===== src/rtl/delay_line_var.sv =====
// Variable-tap, clock-enabled delay line carrying a data word and its valid flag.
// Delay is sel+1 enabled cycles (clamped to DEPTH), with synchronous flush and an in-flight valid count.
module delay_line_var #(
    parameter int WIDTH = 20,
    parameter int DEPTH = 8,
    parameter int SEL_W = 3,
    parameter int CNT_W = 4
) (
    input  logic             CLK,
    input  logic             RESET,
    input  logic             CLK_en,
    input  logic             flush,
    input  logic             in_valid,
    input  logic [WIDTH-1:0] in,
    input  logic [SEL_W-1:0] sel,
    output logic [WIDTH-1:0] out,
    output logic             out_valid,
    output logic [CNT_W-1:0] count
);

    logic [WIDTH-1:0] data_q [DEPTH];
    logic [WIDTH-1:0] data_d [DEPTH];
    logic [DEPTH-1:0] vld_q;
    logic [DEPTH-1:0] vld_d;
    logic [CNT_W-1:0] cnt_q;
    logic [CNT_W-1:0] cnt_d;

    // Taps beyond the last stage read the last stage.
    function automatic int tap_index(input logic [SEL_W-1:0] s);
        if (int'(s) >= DEPTH) begin
            return DEPTH - 1;
        end
        return int'(s);
    endfunction

    always_comb begin
        for (int k = 0; k < DEPTH; k++) begin
            data_d[k] = data_q[k];
        end
        vld_d = vld_q;
        cnt_d = cnt_q;
        if (flush) begin
            for (int k = 0; k < DEPTH; k++) begin
                data_d[k] = '0;
            end
            vld_d = '0;
            cnt_d = '0;
        end else if (CLK_en) begin
            data_d[0] = in;
            for (int k = 1; k < DEPTH; k++) begin
                data_d[k] = data_q[k-1];
            end
            vld_d = {vld_q[DEPTH-2:0], in_valid};
            // Word entering and word leaving cancel; cnt stays within 0..DEPTH.
            cnt_d = cnt_q + CNT_W'(in_valid) - CNT_W'(vld_q[DEPTH-1]);
        end
    end

    always_ff @(posedge CLK or negedge RESET) begin
        if (!RESET) begin
            for (int k = 0; k < DEPTH; k++) begin
                data_q[k] <= '0;
            end
            vld_q <= '0;
            cnt_q <= '0;
        end else begin
            for (int k = 0; k < DEPTH; k++) begin
                data_q[k] <= data_d[k];
            end
            vld_q <= vld_d;
            cnt_q <= cnt_d;
        end
    end

    always_comb begin
        out       = '0;
        out_valid = 1'b0;
        for (int k = 0; k < DEPTH; k++) begin
            if (tap_index(sel) == k) begin
                out       = data_q[k];
                out_valid = vld_q[k];
            end
        end
    end

    assign count = cnt_q;

endmodule


===== config.mk =====
export PLATFORM = sky130hd
export DESIGN_NAME = delay_line_var
export DESIGN_NICKNAME = d
export VERILOG_FILES = /design/src/rtl/delay_line_var.sv
export SDC_FILE = /design/constraint.sdc
export NUM_CORES = 1
export LEC_CHECK = 0
export BUFFER_PORTS_ARGS = -buffer_cell sky130_fd_sc_hd__buf_2
export CAP_MARGIN = 20
export CORE_MARGIN = 1.5
export CORE_UTILIZATION = 40
export DETAILED_ROUTE_END_ITERATION = 8
export PLACE_DENSITY = 0.7
export SETUP_SLACK_MARGIN = 0.2
export SYNTH_ARGS = -nofsm -noshare
export SYNTH_HDL_FRONTEND = slang
export SYNTH_SLANG_ARGS = --single-unit

===== constraint.sdc =====
create_clock -name CLK -period 1.8 [get_ports CLK]
set_input_delay 0.18 -clock CLK [delete_from_list [all_inputs] [get_ports CLK]]
set_output_delay 0.18 -clock CLK [all_outputs]
set_load 0.03 [all_outputs]

==> impl_metrics.env, run 1 <==
export IMPL_post_dp_hpwl_mm=11.8
export IMPL_ys_seq_area_frac=0.499
export IMPL_cts_root_buf="clkbuf_16"
export IMPL_netlist_area_leader_share=0.499
export IMPL_synth_top_family_by_area="multiplexers"
export IMPL_synth_fa_ha_area_frac=0.00812
export IMPL_viasPerCell=5.26
export IMPL_grt_overflow_total=0
export IMPL_final_common_cell="mux2i_1"
export IMPL_clockBufferDepth=2
export IMPL_violations="negative setup slack"
export IMPL_avgRoutedWirePerCell_um=16.4
export IMPL_clk_latency_ns=0.43
export IMPL_powerDensity_nw_per_um2=808
export IMPL_critPathMaxFanout=2
export IMPL_status="complete, but fails checks"
export IMPL_area_growth_pct=25.8
export IMPL_muxShareOfSynthArea=0.267
export IMPL_final_cell_mix="205 x mux2i_1, 173 x nor2_1, 169 x dfrtp_1"
export IMPL_critPathTopFamily="multiplexers"
export IMPL_drive_above_1_share=0.257
export IMPL_drtIter0Drc=377
export IMPL_syn_area_sq_um=8620
export IMPL_path_class="reg2out"
export IMPL_slowest_stage="mux4_2"
export IMPL_port_buffers=52
export IMPL_nNetsFinal=927
export IMPL_htree_levels=4
export IMPL_postSynthAreaPerCell_sq_um=11.0
export IMPL_cp_slowest_stage_delay_ns=0.49
export IMPL_tightest_slew_ns=0.724
export IMPL_rsz0062_at_grt="yes"
export IMPL_drv_slew=0
export IMPL_fp_dieW_um=150
export IMPL_syn_nets=819
export IMPL_synth_flop_cell="dfrtp_1"
export IMPL_place_gp_congestion=0.773
export IMPL_first_global_vias=6092
export IMPL_arrival_ns=1.74
export IMPL_grt_first_pass_wirelength_mm=32.5
export IMPL_crit_path_end_kind="output port"
export IMPL_ir_drop_uv=630
export IMPL_cts_clk_slew_worst_paths_ns=0.06
export IMPL_hold_viol=0
export IMPL_period_share=1.07
export IMPL_routed_wl_mm=19.4
export IMPL_path_cells="mux4_2 > mux2_4 > buf_6"
export IMPL_synth_cells=786
export IMPL_fmax_ghz=0.521
export IMPL_ys_warnings_count=0
export IMPL_hold_class="in2reg"
export IMPL_row_count=53
export IMPL_nFillCells=1829
export IMPL_die_height_um=150
export IMPL_synth_seq_cells=172
export IMPL_cts_tree="built"
export IMPL_cts_inserted_buffers=17
export IMPL_synth_edf_count=0
export IMPL_drtPass1Iterations=5
export IMPL_final_cells=1182
export IMPL_grt_max_degree=110
export IMPL_dieArea_sq_um=22500
export IMPL_setup_slack_ns=-0.119
export IMPL_synth_xor_area_frac=0.00102
export IMPL_postRouteAntennaNets=0
export IMPL_period_minus_slack_ns=1.92
export IMPL_synth_compound_area_frac=0.0767
export IMPL_core_area_sq_um=21100
export IMPL_cp_required_ns=1.62
export IMPL_ios=53
export IMPL_max_cap_viol_count=0
export IMPL_post_synth_main_area_contributors="dfrtp_1 50%, mux2i_1 24%, nor2_1 7.5%"
export IMPL_multi_input_area_sq_um=4190
export IMPL_drc=0
export IMPL_setup_viol=14
export IMPL_yosysUniqueCellTypes=36
export IMPL_diodes=0
export IMPL_fin_util=0.515
export IMPL_grtUsageTotal=0.185
export IMPL_synthSimpleGateAreaFrac=0.108
export IMPL_num_vias=6212
export IMPL_antenna_found_initial=0
export IMPL_regArea_sq_um=4310
export IMPL_slew_headroom=0.516
export IMPL_synthArstFlopShare=1.00
export IMPL_path_buf_inv=1
export IMPL_initial_core_util=0.409
export IMPL_placed_cells=1087
export IMPL_skew_ns=0.00715
export IMPL_leakagePower_nw=5.37
export IMPL_netlist_top_cell_by_area="dfrtp_1"
export IMPL_dp_slack_ns=-0.318
export IMPL_clock_sinks=172
export IMPL_cp_start_kind="flip-flop"
-- worst register-to-register path, cell delays in order (launching register included) --
cell	delay, ns
dfrtp_1	0.41
ha_4	0.27
inv_2	0.04
ha_4	0.15
a21o_1	0.16
a21oi_2	0.12
mux2i_1	0.24
mux2_1	0.34
-- report_power, final --
| group | internal (mW) | switching (mW) | leakage, nW |
|---|---|---|---|
| clock | 2.18 | 1.49 | 0.277 |
| sequential | 3.93 | 0.0564 | 2.38 |
| combinational | 0.475 | 0.638 | 2.71 |
-- repair_timing --
| item | 4_1_cts | 5_1_grt |
|---|---|---|
| endpoints found under the hold margin | 185 | 0 |
| resized for setup | 73 | 25 |
| buffers inserted | 40 | 9 |
| pin swaps | 27 | 10 |
| gates cloned | 0 | 0 |
| hold buffers | 14 | 0 |
| endpoints found under the setup margin | 24 | 24 |
-- kinds of logic after synthesis --
group                    after synthesis
buffers and inverters                 72
multiplexers                         219
AND/OR/NAND/NOR                      230
flip-flops                           172
AO/OA/AOI/OAI                         87
adder cells (fa/ha/maj)                5
XOR/XNOR                               1
-- per-layer routing --
metal	wire, um	GRT usage	vias up
met2	8960	0.274	109
met5	0	0	-
met3	667	0.0348	26
li1	-	-	2953
met4	341	0.0627	0
met1	9460	0.270	3124
-- flip-flops by register name, summed over array words and instances (netlist names) --
| name | cells |
|---|---|
| data_q | 160 |
| vld_q | 8 |
| count | 4 |
-- worst paths after layout --
kind	startpoint	to	slack, ns	depth (start not counted)
worst min-delay path	in[7]	data_q[147]$_DFFE_PN0P_	0.004	3
worst min register to register	data_q[15]$_DFFE_PN0P_	data_q[15]$_DFFE_PN0P_	0.53	2
worst max-delay path	data_q[93]$_DFFE_PN0P_	out[13]	-0.12	3
min in group asynchronous	RESET	data_q[8]$_DFFE_PN0P_	0.31	3
max in group asynchronous	RESET	count[0]$_DFFE_PN0P_	0.89	3
worst max register to register	vld_q[7]$_DFFE_PN0P_	count[3]$_DFFE_PN0P_	-0.04	7
-- cells in the mapped netlist (3+ instances only) --
library cell and n:
a21oi_1 32, a221oi_1 6, a221oi_2 9, a22oi_1 16, buf_1 7, buf_2 33
buf_6 3, clkbuf_1 21, dfrtp_1 172, ha_1 4, inv_1 5, mux2_2 4
mux2i_1 205, mux4_2 8, nand2_1 33, nor2_1 173, nor2b_1 3, o31a_1 15
or2_0 15
-- metrics by stage --
step                      area (sq um)  TNS (ns)  total power [mW]  hold WS (ns)
after floorplan                   8670   -0.0632              4.67        -0.116
after global placement            9410     -3.97              5.01         0.200
after detailed placement          9410     -4.21              5.02         0.200
after CTS                        10700    -0.853              8.81      0.000424
after global routing             10900     -1.81              9.09        0.0333
final                            10900    -0.630              8.76       0.00432
-- final cells by class --
| cell class | count | share of cell area |
|---|---|---|
| sequential | 172 | 0.397 |
| multi-input combinational | 542 | 0.386 |
| timing repair buffer | 156 | 0.130 |
| clock buffer | 21 | 0.0406 |
| tap | 275 | 0.0317 |
| clock inverter | 11 | 0.0134 |
| inverter | 5 | 0.00173 |
Note: power is estimated with default switching activity, not from simulation.
==> run 2: changes to the inputs <==
--- a/config.mk
+++ b/config.mk
@@ -12,6 +12,7 @@
 export DETAILED_ROUTE_END_ITERATION = 8
 export PLACE_DENSITY = 0.7
 export SETUP_SLACK_MARGIN = 0.2
+export SKIP_CTS_REPAIR_TIMING = 1
 export SYNTH_ARGS = -nofsm -noshare
 export SYNTH_HDL_FRONTEND = slang
 export SYNTH_SLANG_ARGS = --single-unit
==> impl_metrics.env, run 2 (same netlist as run 1, synthesis figures left out) <==
export IMPL_die_height_um=150
export IMPL_r2r_slack_ns=-0.04
export IMPL_reg2reg_depth=7
export IMPL_drive_above_1_share=0.238
export IMPL_clockBufferDepth=2
export IMPL_setup_worst_path_start="data_q[93]$_DFFE_PN0P_"
export IMPL_path_class="reg2out"
export IMPL_diodes=0
export IMPL_tns_ns=-0.820
export IMPL_slew_headroom=0.527
export IMPL_dp_slack_ns=-0.318
export IMPL_initial_core_util=0.409
export IMPL_fmax_ghz=0.518
export IMPL_clk_latency_ns=0.43
export IMPL_nFillCells=1879
export IMPL_status="complete, but fails checks"
export IMPL_cts_clk_slew_worst_paths_ns=0.06
export IMPL_clkPwrFrac=0.420
export IMPL_htree_levels=4
export IMPL_top_register="data_q"
export IMPL_multi_input_area_sq_um=4170
export IMPL_timing_rr_end="count[3]$_DFFE_PN0P_"
export IMPL_grt_max_degree=110
export IMPL_critPathMaxFanout=3
export IMPL_arrival_ns=1.75
export IMPL_grtUsageTotal=0.178
export IMPL_grt_first_pass_wirelength_mm=31.4
export IMPL_whs_ns=-0.0136
export IMPL_cp_start_kind="flip-flop"
export IMPL_final_cell_mix="205 x mux2i_1, 173 x nor2_1, 168 x dfrtp_1"
export IMPL_cp_slowest_stage_delay_ns=0.49
export IMPL_drtIter0Drc=429
export IMPL_num_vias=6097
export IMPL_first_global_vias=5830
export IMPL_setup_slack_ns=-0.130
export IMPL_r2r_start="vld_q[7]$_DFFE_PN0P_"
export IMPL_drv_slew=0
export IMPL_drtPass1Iterations=5
export IMPL_post_dp_hpwl_mm=11.8
export IMPL_hold_class="in2reg"
export IMPL_routed_wl_mm=19.1
export IMPL_final_common_cell="mux2i_1"
export IMPL_clock_sinks=172
export IMPL_period_share=1.07
export IMPL_grt_overflow_total=0
export IMPL_port_buffers=52
export IMPL_comb_power_share=0.123
export IMPL_dieArea_sq_um=22500
export IMPL_place_gp_congestion=0.773
export IMPL_powerDensity_nw_per_um2=829
export IMPL_largest_reg_flops=160
export IMPL_regArea_sq_um=4310
export IMPL_postRouteAntennaNets=0
export IMPL_tightest_slew_ns=0.708
export IMPL_cts_root_buf="clkbuf_16"
export IMPL_swShare=0.249
export IMPL_ios=53
export IMPL_violations="negative hold slack, negative setup slack"
export IMPL_avgRoutedWirePerCell_um=16.7
export IMPL_fin_util=0.499
export IMPL_max_cap_viol_count=0
export IMPL_fp_dieW_um=150
export IMPL_viasPerCell=5.33
export IMPL_cp_depth=3
export IMPL_fin_total_pwr_mw=8.72
export IMPL_path_cells="mux4_2 > mux2_4 > buf_6"
export IMPL_ir_drop_uv=626
export IMPL_core_area_sq_um=21100
export IMPL_drc=0
export IMPL_area_growth_pct=21.9
export IMPL_slowest_stage="mux4_2"
export IMPL_row_count=53
export IMPL_hold_viol=10
export IMPL_p_switching_mw=2.17
export IMPL_critPathCapture="out[13]"
export IMPL_period_minus_slack_ns=1.93
export IMPL_leakagePower_nw=5.16
export IMPL_setup_viol=17
export IMPL_seq_power_share=0.457
export IMPL_nNetsFinal=889
export IMPL_antenna_found_initial=0
export IMPL_intPower_mw=6.55
export IMPL_critPathTopFamily="multiplexers"
export IMPL_path_buf_inv=1
export IMPL_cts_inserted_buffers=17
export IMPL_cts_tree="built"
export IMPL_rsz0062_at_grt="yes"
export IMPL_cp_required_ns=1.62
export IMPL_crit_path_end_kind="output port"
export IMPL_skew_ns=0.00660
==> run 2: cell types whose count changed in the layout (fill, tap and decap cells not counted), moves of 2 or more <==
cell | before | now
buf_4 | 75 | 49
buf_6 | 25 | 23
a221oi_2 | 15 | 13
a221oi_1 | 0 | 2
dlygate4sd3_1 | 14 | 3
==> run 2: layout make-up <==
class,count,area share
clock inverter,11,0.0138
tap,275,0.0327
timing repair buffer,118,0.103
clock buffer,21,0.0419
multi-input combinational,542,0.397
inverter,5,0.00179
sequential,172,0.410
==> run 2: stage by stage <==
stage | instances | area, sq um
after global routing | 1144 | 10500
after detailed placement | 1087 | 9410
final | 1144 | 10500
after CTS | 1119 | 10000
after global placement | 1087 | 9410
after floorplan | 786 | 8670
==> run 2: how the worst min path moves through the flow <==
| stage | start | endpoint | slack, ns | cells past startpoint |
|---|---|---|---|---|
| floorplan | RESET | count[0]$_DFFE_PN0P_ | -0.12 | 0 |
| global placement | RESET | data_q[10]$_DFFE_PN0P_ | 0.20 | 2 |
| detailed placement | RESET | data_q[8]$_DFFE_PN0P_ | 0.20 | 2 |
| CTS | RESET | data_q[8]$_DFFE_PN0P_ | -0.26 | 2 |
| global route | in[11] | data_q[151]$_DFFE_PN0P_ | 0.007 | 3 |
| finish | in[17] | data_q[157]$_DFFE_PN0P_ | -0.01 | 3 |
==> run 2: metal layers <==
metal | vias to the layer above | global-route usage | routed length, um
met5 | - | 0 | 0
met4 | 0 | 0.0618 | 415
met1 | 3089 | 0.264 | 9250
met2 | 101 | 0.260 | 8860
met3 | 27 | 0.0338 | 615
li1 | 2880 | - | -
==> run 2: worst min-delay path, cell delays in order <==
cell and delay [ns]:
buf_2 0.07, mux2i_1 0.05, nor2_1 0.07
==> run 2: power by group through the flow <==
stage	Sequential [mW]	Clock (mW)	Combinational, mW
after floorplan	4.05	0	0.611
after CTS	3.99	3.74	0.968
after global placement	4.06	0	0.958
after global routing	3.99	3.90	1.15
after detailed placement	4.06	0	0.966
final	3.99	3.66	1.07
==> run 3: changes to the inputs <==
--- a/config.mk
+++ b/config.mk
@@ -10,7 +10,8 @@
 export CORE_MARGIN = 1.5
 export CORE_UTILIZATION = 40
 export DETAILED_ROUTE_END_ITERATION = 8
-export PLACE_DENSITY = 0.7
+export HOLD_SLACK_MARGIN = 0.06
+export PLACE_DENSITY = 0.56
 export SETUP_SLACK_MARGIN = 0.2
 export SKIP_CTS_REPAIR_TIMING = 1
 export SYNTH_ARGS = -nofsm -noshare
==> impl_metrics.env, run 3 (same netlist as run 1, synthesis figures left out) <==
export IMPL_status="complete, but fails checks"
export IMPL_violations="negative setup slack"
export IMPL_cts_tree="built"
export IMPL_rsz0062_at_grt="yes"
export IMPL_clk_latency_ns=0.43
export IMPL_whs_ns=0.00415
export IMPL_period_share=1.07
export IMPL_reg2reg_depth=7
export IMPL_hold_class="in2reg"
export IMPL_nNetsFinal=904
export IMPL_path_cells="mux4_2 > mux2_4 > buf_6"
export IMPL_area_growth_pct=23.5
export IMPL_fmax_ghz=0.520
export IMPL_drive_above_1_share=0.232
export IMPL_num_vias=6117
export IMPL_postRouteAntennaNets=0
export IMPL_ios=53
export IMPL_grtUsageTotal=0.184
export IMPL_setup_viol=17
export IMPL_fin_util=0.505
export IMPL_nFillCells=1899
export IMPL_final_cells=1158
export IMPL_grt_first_pass_wirelength_mm=32.3
export IMPL_cp_required_ns=1.62
export IMPL_initial_core_util=0.409
export IMPL_tightest_slew_ns=0.700
export IMPL_placed_cell_area_sq_um=9420
export IMPL_arrival_ns=1.74
export IMPL_final_cell_mix="205 x mux2i_1, 173 x nor2_1, 163 x dfrtp_1"
export IMPL_cts_root_buf="clkbuf_16"
export IMPL_skew_ns=0.0103
export IMPL_cts_clk_slew_worst_paths_ns=0.06
export IMPL_hold_viol=0
export IMPL_placed_cells=1083
export IMPL_critPathTopFamily="multiplexers"
export IMPL_slew_headroom=0.532
export IMPL_htree_levels=4
export IMPL_leakagePower_nw=5.23
export IMPL_grt_max_degree=67
export IMPL_fp_dieW_um=150
export IMPL_antenna_found_initial=0
export IMPL_drc=0
export IMPL_period_minus_slack_ns=1.92
export IMPL_clockBufferDepth=2
export IMPL_cp_slowest_stage_delay_ns=0.48
export IMPL_first_global_vias=5863
export IMPL_powerDensity_nw_per_um2=831
export IMPL_largest_reg_flops=160
export IMPL_cts_inserted_buffers=17
export IMPL_row_count=53
export IMPL_drv_slew=0
export IMPL_cp_start_kind="flip-flop"
export IMPL_clock_sinks=172
export IMPL_path_class="reg2out"
export IMPL_place_gp_congestion=0.773
export IMPL_dieArea_sq_um=22500
export IMPL_setup_slack_ns=-0.122
export IMPL_max_cap_viol_count=0
export IMPL_post_dp_hpwl_mm=12.9
export IMPL_final_common_cell="mux2i_1"
export IMPL_ir_drop_uv=714
export IMPL_holdPathStages=3
export IMPL_cp_depth=3
export IMPL_viasPerCell=5.28
export IMPL_crit_path_end_kind="output port"
export IMPL_regArea_sq_um=4320
export IMPL_grt_overflow_total=0
export IMPL_routed_wl_mm=20.0
export IMPL_dp_slack_ns=-0.265
export IMPL_critPathMaxFanout=3
export IMPL_path_buf_inv=1
export IMPL_tns_ns=-0.843
export IMPL_avgRoutedWirePerCell_um=17.3
export IMPL_top_register="data_q"
export IMPL_multi_input_area_sq_um=4130
export IMPL_diodes=0
export IMPL_drtIter0Drc=341
export IMPL_slowest_stage="mux4_2"
export IMPL_drtPass1Iterations=7
export IMPL_port_buffers=52
export IMPL_die_height_um=150
export IMPL_fin_total_pwr_mw=8.85
export IMPL_stdcell_area_sq_um=10600
export IMPL_core_area_sq_um=21100
-- run 3: layout make-up --
cell class,instances,area share
Timing Repair Buffer,133,0.116
Sequential cell,172,0.405
Clock inverter,13,0.0155
Multi-Input combinational cell,542,0.388
Tap cell,275,0.0323
Inverter,5,0.00176
Clock buffer,18,0.0412
-- run 3: power by group --
part / leakage, nW / switching [mW] / internal, mW
Combinational: 2.57 / 0.626 / 0.457
Sequential: 2.37 / 0.0609 / 3.93
Clock: 0.297 / 1.56 / 2.22
Total: 5.23 / 2.24 / 6.61
-- run 3: path summary, 6_finish.rpt --
| check | start | slack (ns) | to |
|---|---|---|---|
| worst max-delay path | data_q[86]$_DFFE_PN0P_ | -0.12 | out[6] |
| min in group asynchronous | RESET | 0.22 | vld_q[0]$_DFFE_PN0P_ |
| max in group asynchronous | RESET | 0.91 | data_q[107]$_DFFE_PN0P_ |
| worst min-delay path | in[15] | 0.004 | data_q[155]$_DFFE_PN0P_ |
| worst max register to register | vld_q[7]$_DFFE_PN0P_ | -0.06 | count[3]$_DFFE_PN0P_ |
| worst min register to register | data_q[4]$_DFFE_PN0P_ | 0.52 | data_q[4]$_DFFE_PN0P_ |
-- run 3: layer usage --
layer | share of wire | vias to the layer above | global-route usage | wire, um
met5 | 0 | - | 0 | 0
met4 | 0.012 | 0 | 0.0554 | 243
met3 | 0.025 | 21 | 0.0277 | 497
met2 | 0.46 | 96 | 0.277 | 9170
met1 | 0.50 | 3100 | 0.273 | 10100
li1 | - | 2900 | - | -
-- run 3: worst reg2reg max path: cells and delay by family (launching register included) --
family | cells | cell delay, ns
muxes | 2 | 0.55
buffers and inverters | 1 | 0.04
AOI/OAI and AO/OA | 2 | 0.30
adders and majority gates | 2 | 0.42
DFF | 1 | 0.44
